==> config.mk <==
export PLATFORM = sky130hd
export DESIGN_NAME = dmem_arbiter
export DESIGN_NICKNAME = d
export VERILOG_FILES = /design/src/rtl/dmem_pkg.sv /design/src/rtl/dmem_arb_prio.sv /design/src/rtl/dmem_arbiter.sv
export SDC_FILE = /design/constraint.sdc
export NUM_CORES = 1
export LEC_CHECK = 0
export CORE_ASPECT_RATIO = 0.9
export CORE_MARGIN = 4
export CORE_UTILIZATION = 37
export CTS_CLUSTER_SIZE = 12
export DETAILED_ROUTE_END_ITERATION = 8
export PLACE_DENSITY_LB_ADDON = 0.15
export SLEW_MARGIN = 25
export SYNTH_ARGS = -nofsm -noshare
export SYNTH_HDL_FRONTEND = slang
export SYNTH_SLANG_ARGS = --single-unit
==> constraint.sdc <==
create_clock -name clk -period 2.39 [get_ports clk]
set_clock_uncertainty 0.1 [all_clocks]
set_input_delay 0.478 -clock clk [delete_from_list [all_inputs] [get_ports clk]]
set_output_delay 0.478 -clock clk [all_outputs]
set_load 0.01 [all_outputs]
==> src/rtl/dmem_pkg.sv <==
// Shared types and helpers for the data-memory arbiter.
// Byte-enable patterns and the alignment rule live here.
package dmem_pkg;

  typedef enum logic [1:0] {
    IDLE,
    ISSUE,
    RESP
  } state_t;

  localparam logic [3:0] BE_BYTE = 4'b0001;
  localparam logic [3:0] BE_HALF = 4'b0011;
  localparam logic [3:0] BE_WORD = 4'b1111;

  // Shape of the enable mask decides which low address bits must be zero.
  function automatic logic be_legal(
    input logic [1:0] a,
    input logic [3:0] be
  );
    logic ok;
    ok = 1'b0;
    unique case (1'b1)
      (be == BE_WORD):
        ok = (a == 2'b00);
      (be == BE_HALF),
      (be == (BE_HALF << 2)):
        ok = !a[0];
      (be == BE_BYTE),
      (be == (BE_BYTE << 1)),
      (be == (BE_BYTE << 2)),
      (be == (BE_BYTE << 3)):
        ok = 1'b1;
      default:
        ok = 1'b0;
    endcase
    return ok;
  endfunction

endpackage

==> src/rtl/dmem_arb_prio.sv <==
// Grant selection between CPU and DMA ports.
// Keeps the DMA port from being starved by a busy CPU.
module dmem_arb_prio
  import dmem_pkg::*;
#(
  parameter int STARVE_LIMIT = 4
) (
  input  logic       clk,
  input  logic       rst_n,
  input  logic [1:0] req_valid,
  input  logic       idle,
  output logic [1:0] req_ready,
  output logic       gnt
);

  localparam int CW = $clog2(STARVE_LIMIT + 1);
  localparam logic [CW-1:0] LIM = CW'(STARVE_LIMIT);

  logic [CW-1:0] starve_cnt;
  logic          accept;

  always_comb begin
    req_ready = 2'b00;
    gnt = (starve_cnt == LIM && req_valid[1])
        || !req_valid[0];
    if (idle) begin
      req_ready[gnt] = req_valid[gnt];
    end
  end

  assign accept = idle && (|req_valid);

  always_ff @(posedge clk or negedge rst_n) begin
    if (!rst_n) begin
      starve_cnt <= '0;
    end else if (accept) begin
      if (gnt) begin
        starve_cnt <= '0;
      end else if (req_valid[1]
                   && starve_cnt != LIM) begin
        starve_cnt <= starve_cnt + CW'(1);
      end
    end
  end

endmodule

==> src/rtl/dmem_arbiter.sv <==
// Two-port arbiter for the single-port data memory.
// One request in flight; illegal accesses answer without a memory cycle.
module dmem_arbiter
  import dmem_pkg::*;
#(
  parameter int DATA_WIDTH = 32,
  parameter logic [DATA_WIDTH-1:0] ADDR_LIMIT =
    32'h0002_0000,
  parameter int STARVE_LIMIT = 4
) (
  input  logic                    clk,
  input  logic                    rst_n,
  input  logic [1:0]              req_valid,
  output logic [1:0]              req_ready,
  input  logic [1:0]              req_we,
  input  logic [2*DATA_WIDTH-1:0] req_addr,
  input  logic [2*DATA_WIDTH-1:0] req_wdata,
  input  logic [7:0]              req_be,
  output logic [1:0]              rsp_valid,
  output logic                    rsp_err,
  output logic [DATA_WIDTH-1:0]   rsp_rdata,
  output logic                    mem_en,
  output logic                    mem_we,
  output logic [DATA_WIDTH-1:0]   mem_addr,
  output logic [DATA_WIDTH-1:0]   mem_wdata,
  output logic [3:0]              mem_be,
  input  logic [DATA_WIDTH-1:0]   mem_rdata
);

  localparam int W = DATA_WIDTH;

  state_t state, nstate;

  logic [1:0] ready;
  logic       gnt;
  logic       idle;
  logic       accept;
  logic       illegal;

  logic         sel_we;
  logic [W-1:0] sel_addr;
  logic [W-1:0] sel_wdata;
  logic [3:0]   sel_be;

  logic         own_q;
  logic         we_q;
  logic         err_q;
  logic [W-1:0] addr_q;
  logic [W-1:0] wdata_q;
  logic [3:0]   be_q;

  assign idle = (state == IDLE);

  dmem_arb_prio #(
    .STARVE_LIMIT(STARVE_LIMIT)
  ) u_prio (
    .clk       (clk),
    .rst_n     (rst_n),
    .req_valid (req_valid),
    .idle      (idle),
    .req_ready (ready),
    .gnt       (gnt)
  );

  assign req_ready = ready;
  assign accept = |ready;

  always_comb begin
    sel_we = req_we[gnt];
    sel_addr = gnt ? req_addr[2*W-1:W]
                   : req_addr[W-1:0];
    sel_wdata = gnt ? req_wdata[2*W-1:W]
                    : req_wdata[W-1:0];
    sel_be = gnt ? req_be[7:4] : req_be[3:0];
    illegal = (sel_addr >= ADDR_LIMIT)
           || !be_legal(sel_addr[1:0], sel_be);
  end

  // Payload is captured only on accept; later input changes are ignored.
  always_ff @(posedge clk or negedge rst_n) begin
    if (!rst_n) begin
      state <= IDLE;
      own_q <= 1'b0;
      we_q <= 1'b0;
      err_q <= 1'b0;
      addr_q <= '0;
      wdata_q <= '0;
      be_q <= '0;
    end else begin
      state <= nstate;
      if (accept) begin
        own_q <= gnt;
        we_q <= sel_we;
        err_q <= illegal;
        addr_q <= sel_addr;
        wdata_q <= sel_wdata;
        be_q <= sel_be;
      end
    end
  end

  always_comb begin
    nstate = state;
    mem_en = 1'b0;
    mem_we = 1'b0;
    mem_addr = '0;
    mem_wdata = '0;
    mem_be = 4'b0000;
    rsp_valid = 2'b00;
    rsp_err = 1'b0;
    rsp_rdata = '0;
    unique case (state)
      IDLE: begin
        if (accept) begin
          nstate = illegal ? RESP : ISSUE;
        end
      end
      ISSUE: begin
        mem_en = 1'b1;
        mem_we = we_q;
        mem_addr = {addr_q[W-1:2], 2'b00};
        mem_wdata = wdata_q;
        mem_be = be_q;
        nstate = RESP;
      end
      RESP: begin
        rsp_valid[own_q] = 1'b1;
        rsp_err = err_q;
        if (!err_q && !we_q) begin
          rsp_rdata = mem_rdata;
        end
        nstate = IDLE;
      end
      default: begin
        nstate = IDLE;
      end
    endcase
  end

endmodule

==> impl_metrics.json, run 1 <==
{
  "start_util_pct": 37.7,
  "num_rows": 37,
  "slew_violations": 0,
  "crit_chain": "clkdlybuf4s50_1, buf_4, o21a_4, and2_1, dlygate4sd2_1",
  "rsz0062_at_grt": "true",
  "clk_pin_slew_ns": 0.06,
  "dpl_worst_slack_ns": -0.186,
  "grt_pass1_vias": 4873,
  "syn_inst": 557,
  "wl_microns": 16400,
  "drc": 0,
  "vias": 4901,
  "critPathBufInv": 3,
  "postLayoutCoreUtil_pct": 65.7,
  "grt_max_degree": 80,
  "synth-main-ff-cell": "dfrtp_1",
  "setup_slack_ns": 0.0325,
  "core-area_sq_um": 11400,
  "hold_buffers": 0,
  "die_h_microns": 110,
  "clk_path_buf_depth": 2,
  "n_antenna_cell": 0,
  "drive_above_1_share_pct": 7.41,
  "track_usage_pct": 23.5,
  "outcome": "completed",
  "p_leak_nw": 3.57,
  "placed_cell_area_sq_um": 7310,
  "clkLatencyLatePin_ns": 0.33,
  "grt_pass1_wl_microns": 25300,
  "final_cell_area_sq_um": 7510,
  "cp-end-kind": "primary output",
  "layout_common_cells": "174 x clkdlybuf4s50_1, 139 x nand2_1, 100 x and2_1",
  "start_kind": "primary input",
  "crit_type": "in2out",
  "antenna_left": 0,
  "synth_cell_types": 40,
  "synth-async-reset-ratio_pct": 100,
  "cp_slowest_cell": "clkdlybuf4s50_1",
  "die-area_sq_um": 13400,
  "min_period_ns": 2.36,
  "hpwl_microns": 12500,
  "required_ns": 1.81,
  "gp_congestion": 0.805,
  "dp_cells": 971,
  "netlist_area_sq_um": 4310,
  "layout.cells.non_filler": 993,
  "syn_avg_cell_area_sq_um": 7.74,
  "root_buffer": "clkbuf_16",
  "die_w_microns": 122,
  "synth-seq-cells": 74,
  "avgViaCountPerCell": 4.94,
  "critPathMaxFanout": 3,
  "h-tree-depth": 3,
  "synth_enable_flop_cells": 0,
  "finalPower_mw": 3.87,
  "ios": 281,
  "antenna_found_initial": 0,
  "n_fill_cell": 999,
  "cts_tree": "done",
  "hold_path.class": "in2async",
  "wl_per_cell_microns": 16.5,
  "crit_family": "buffers and inverters",
  "ys_seq_area_share_pct": 42.9,
  "synth_warnings": 0,
  "fin_setup_tns_ns": 0,
  "hold_viol_final": 0,
  "critPathArrivalTime_ns": 1.78,
  "fin_crit_sh_pct": 98.6,
  "syn_to_final_growth_pct": 74.3,
  "cp_slowest_stage_delay_ns": 0.47,
  "drv_cap": 0,
  "drt_iter0_markers": 298,
  "dr.pass1.iters": 5,
  "finalSetupViolations": 0,
  "grt_overflow": 0,
  "max_freq_mhz": 424,
  "cts_buffers": 9,
  "peakVddDrop_mv": 0.333,
  "io_buffers": 278,
  "final_nets": 1008,
  "clock-sinks": 74,
  "tightest_slew_ns": 0.756,
  "holdWs_ns": 0.0268,
  "final_common_cell": "clkdlybuf4s50_1",
  "p_per_area_nw_per_um2": 515,
  "relSlewSlack_pct": 49.6
}
-- final timing paths --
check	from	end	slack, ns	depth (start not counted)
max	req_valid[1]	req_ready[1]	0.03	5
min	rst_n	wdata_q[11]	0.03	1
max reg2reg	state[1]	state[1]	0.19	7
min reg2reg	u_prio.starve_cnt[1]	u_prio.starve_cnt[1]	0.42	2
max in group asynchronous	rst_n	wdata_q[5]	1.55	2
min in group clk	u_prio.starve_cnt[1]	u_prio.starve_cnt[1]	0.42	2
-- cell families after synthesis --
group | share of synthesized area, %
other | 0.0870
AO/OA/AOI/OAI | 13.2
buffers and inverters | 5.40
flip-flops | 42.9
AND/OR/NAND/NOR | 37.4
XOR/XNOR | 0.406
adder cells (fa/ha/maj) | 0.580
-- sequential cells by signal, summed over array words and instances, names as in the netlist --
| register | cells |
|---|---|
| u_prio.starve_cnt | 3 |
| we_q | 1 |
| be_q | 4 |
| state | 2 |
| wdata_q | 32 |
| err_q | 1 |
| own_q | 1 |
| addr_q | 30 |
-- worst reg2reg max path: cells and delay by family, from the launching register on --
kind / cells / cell delay [ns]
compound gates: 3 / 0.62
buf+inv: 3 / 0.83
flops: 1 / 0.38
simple gates: 1 / 0.21
-- metal layers --
| metal | track usage (%) | vias up | part of all wire (%) |
|---|---|---|---|
| met5 | 0 | - | 0 |
| met4 | 7.54 | 0 | 2.0 |
| met3 | 7.94 | 21 | 9.5 |
| met2 | 41.9 | 179 | 51 |
| met1 | 26.1 | 2316 | 37 |
| li1 | - | 2385 | - |
-- cell type report --
class | count | area, sq um | area share, %
repair buffers | 304 | 2910 | 38.7
inverters | 8 | 30.0 | 0.400
multi-input cells | 435 | 2260 | 30.1
flip-flops and latches | 74 | 1850 | 24.6
well taps | 156 | 195 | 2.60
clock buffers | 11 | 233 | 3.10
clock inverters | 5 | 40.0 | 0.533
-- what timing repair did --
action	in CTS	in global routing
gates cloned	0	1
setup buffers	1	4
endpoints found under the setup margin	101	3
gates resized for setup	101	36
-- Yosys cell counts (all sizes together), types with 2 or more instances --
cell type	n	share of area, %
a21oi	4	0.46
a31oi	67	9.7
and2	100	15
buf	19	2.6
clkbuf	22	2.1
dfrtp	74	43
ha	2	0.58
inv	8	0.70
nand2	140	12
nand3	4	0.46
nand4	2	0.29
nor2	79	7.3
nor3	5	0.58
nor4	8	1.2
o21a	2	0.35
o21ai	2	0.23
o22ai	2	0.29
-- power by group --
group / leakage [nW] / switching (mW) / total [mW] / internal, mW
logic: 2.61 / 0.470 / 0.998 / 0.528
clock network: 0.122 / 0.542 / 1.25 / 0.709
registers: 0.842 / 0.123 / 1.62 / 1.50
total: 3.57 / 1.13 / 3.87 / 2.74
Power figures use the tool's default switching activity.
==> inputs of run 2 (changes only) <==
--- a/config.mk
+++ b/config.mk
@@ -5,7 +5,7 @@
 export SDC_FILE = /design/constraint.sdc
 export NUM_CORES = 1
 export LEC_CHECK = 0
-export CORE_ASPECT_RATIO = 0.9
+export CORE_ASPECT_RATIO = 1.25
 export CORE_MARGIN = 4
 export CORE_UTILIZATION = 37
 export CTS_CLUSTER_SIZE = 12
==> run 2 against run 1 <==
  * Combinational power about the same
  * First-iteration DRC count decreased by 12%
  * Maximum frequency increased by 1.1%
  * Largest cell class unchanged
  * Largest power group unchanged
==> impl_metrics.json, run 2 (same netlist as run 1, synthesis figures left out) <==
{
  "outcome": "completed",
  "clkLatencyLatePin_ns": 0.33,
  "top_register": "wdata_q",
  "core-area_sq_um": 11200,
  "cp_slowest_stage_delay_ns": 0.43,
  "clock-sinks": 74,
  "clk_pin_slew_ns": 0.06,
  "critPathBufInv": 4,
  "layout_common_cells": "175 x clkdlybuf4s50_1, 139 x nand2_1, 100 x and2_1",
  "largestRegisters": "wdata_q (32), addr_q (30), be_q (4)",
  "cts_buffers": 9,
  "largest_reg_flops": 32,
  "drv_cap": 0,
  "clk_path_buf_depth": 2,
  "start_kind": "register",
  "clockPowerShare_pct": 31.6,
  "wl_per_cell_microns": 16.9,
  "root_buffer": "clkbuf_16",
  "postLayoutCoreUtil_pct": 67.9,
  "dr.pass1.iters": 4,
  "dpl_worst_slack_ns": -0.147,
  "slew_violations": 0,
  "n_fill_cell": 949,
  "syn_to_final_growth_pct": 77.0,
  "num_rows": 43,
  "vias": 4865,
  "antenna_found_initial": 0,
  "die_w_microns": 105,
  "track_usage_pct": 24.2,
  "p_int_mw": 2.77,
  "finalSetupViolations": 0,
  "switching_share_pct": 28.3,
  "hold_viol_final": 0,
  "grt_pass1_wl_microns": 26200,
  "cp_slowest_cell": "dfrtp_2",
  "wl_microns": 16500,
  "grt_pass1_vias": 5159,
  "h-tree-depth": 3,
  "peakVddDrop_mv": 0.327,
  "n_antenna_cell": 0,
  "p_leak_nw": 3.77,
  "placed_cell_area_sq_um": 7270,
  "gp_congestion": 1.02,
  "final_common_cell": "clkdlybuf4s50_1",
  "fin_crit_sh_pct": 97.6,
  "cts_tree": "done",
  "p_per_area_nw_per_um2": 507,
  "rsz0062_at_grt": "false",
  "crit_chain": "buf_4, nand2b_4, nor3_4, buf_12, buf_16, and2_1, dlygate4sd2_1",
  "min_period_ns": 2.33,
  "critPathMaxFanout": 16,
  "ios": 281,
  "hpwl_microns": 12400,
  "io_buffers": 278,
  "drive_above_1_share_pct": 7.87,
  "tightest_slew_ns": 0.555,
  "crit_family": "buffers and inverters",
  "die_h_microns": 129,
  "seq_power_share_pct": 42.1,
  "crit_type": "reg2out",
  "max_freq_mhz": 429,
  "final_nets": 1010,
  "avgViaCountPerCell": 4.99,
  "final_cell_area_sq_um": 7630,
  "start_util_pct": 38.3,
  "layout.cells.non_filler": 974,
  "p_switching_mw": 1.10,
  "fin_setup_tns_ns": 0,
  "critPathArrivalTime_ns": 1.75,
  "setup_slack_ns": 0.0583,
  "combPwrFrac_pct": 26.3,
  "hold_path.class": "reg2reg",
  "grt_overflow": 0,
  "antenna_left": 0,
  "drt_iter0_markers": 261,
  "required_ns": 1.81,
  "drc": 0,
  "relSlewSlack_pct": 63.0,
  "cp-end-kind": "primary output",
  "grt_max_degree": 119,
  "die-area_sq_um": 13500,
  "dp_cells": 947
}
==> run 2: power groups by stage <==
stage / Combinational [mW] / Sequential (mW) / Clock (mW)
floorplan: 0.509 / 1.61 / 0
global placement: 0.990 / 1.63 / 0
detailed placement: 1.02 / 1.65 / 0
CTS: 1.03 / 1.63 / 1.25
global route: 1.14 / 1.66 / 1.30
finish: 1.02 / 1.63 / 1.22
==> run 2: area by class of cell <==
class	count	area (sq um)	area share [%]
clock inverters	3	15.0	0.197
well taps	135	169	2.21
repair buffers	306	3050	39.9
multi-input cells	435	2270	29.7
flip-flops and latches	74	1850	24.3
inverters	8	30.0	0.394
clock buffers	13	250	3.28
==> run 2: worst paths after layout <==
kind                            cells past startpoint  slack [ns]                 start                   end
worst min register to register                      2        0.42  u_prio.starve_cnt[1]  u_prio.starve_cnt[1]
min in group asynchronous                           2        0.54                 rst_n           wdata_q[22]
worst min-delay path                                2        0.42  u_prio.starve_cnt[1]  u_prio.starve_cnt[1]
worst max-delay path                                7        0.06              state[1]         rsp_rdata[28]
worst max register to register                      8        0.21  u_prio.starve_cnt[0]                 err_q
max in group asynchronous                           3        1.08                 rst_n           wdata_q[12]
==> run 2: worst reg2reg max path, stage by stage (launching register included) <==
cell and delay [ns]:
dfrtp_1 0.38, inv_1 0.06, ha_1 0.20, nand3_1 0.10, nand2_2 0.08, buf_4 0.31, nor4_1 0.44, o311a_1 0.29
o22ai_1 0.08
==> run 2: timing repair <==
action / 4_1_cts / 5_1_grt
pin swaps: 1 / 1
setup endpoints to repair: 97 / 45
endpoints found under the hold margin: 20 / 0
resized for setup: 114 / 37
gates cloned: 3 / 1
hold buffers: 1 / 0
buffers inserted: 6 / 0
==> run 2: through the flow <==
step                      hold slack (ns)  power [mW]
after global placement              0.340        2.62
after global routing                0.450        4.10
after CTS                           0.427        3.91
final                               0.420        3.87
after floorplan                    0.0824        2.12
after detailed placement            0.346        2.66
==> run 2: layer usage <==
| layer | vias to the layer above | global-route usage (%) | share of wire (%) |
|---|---|---|---|
| met4 | 0 | 8.29 | 2.2 |
| met2 | 189 | 43.0 | 51 |
| met3 | 23 | 5.52 | 7.3 |
| met5 | - | 0 | 0 |
| li1 | 2398 | - | - |
| met1 | 2255 | 28.9 | 40 |
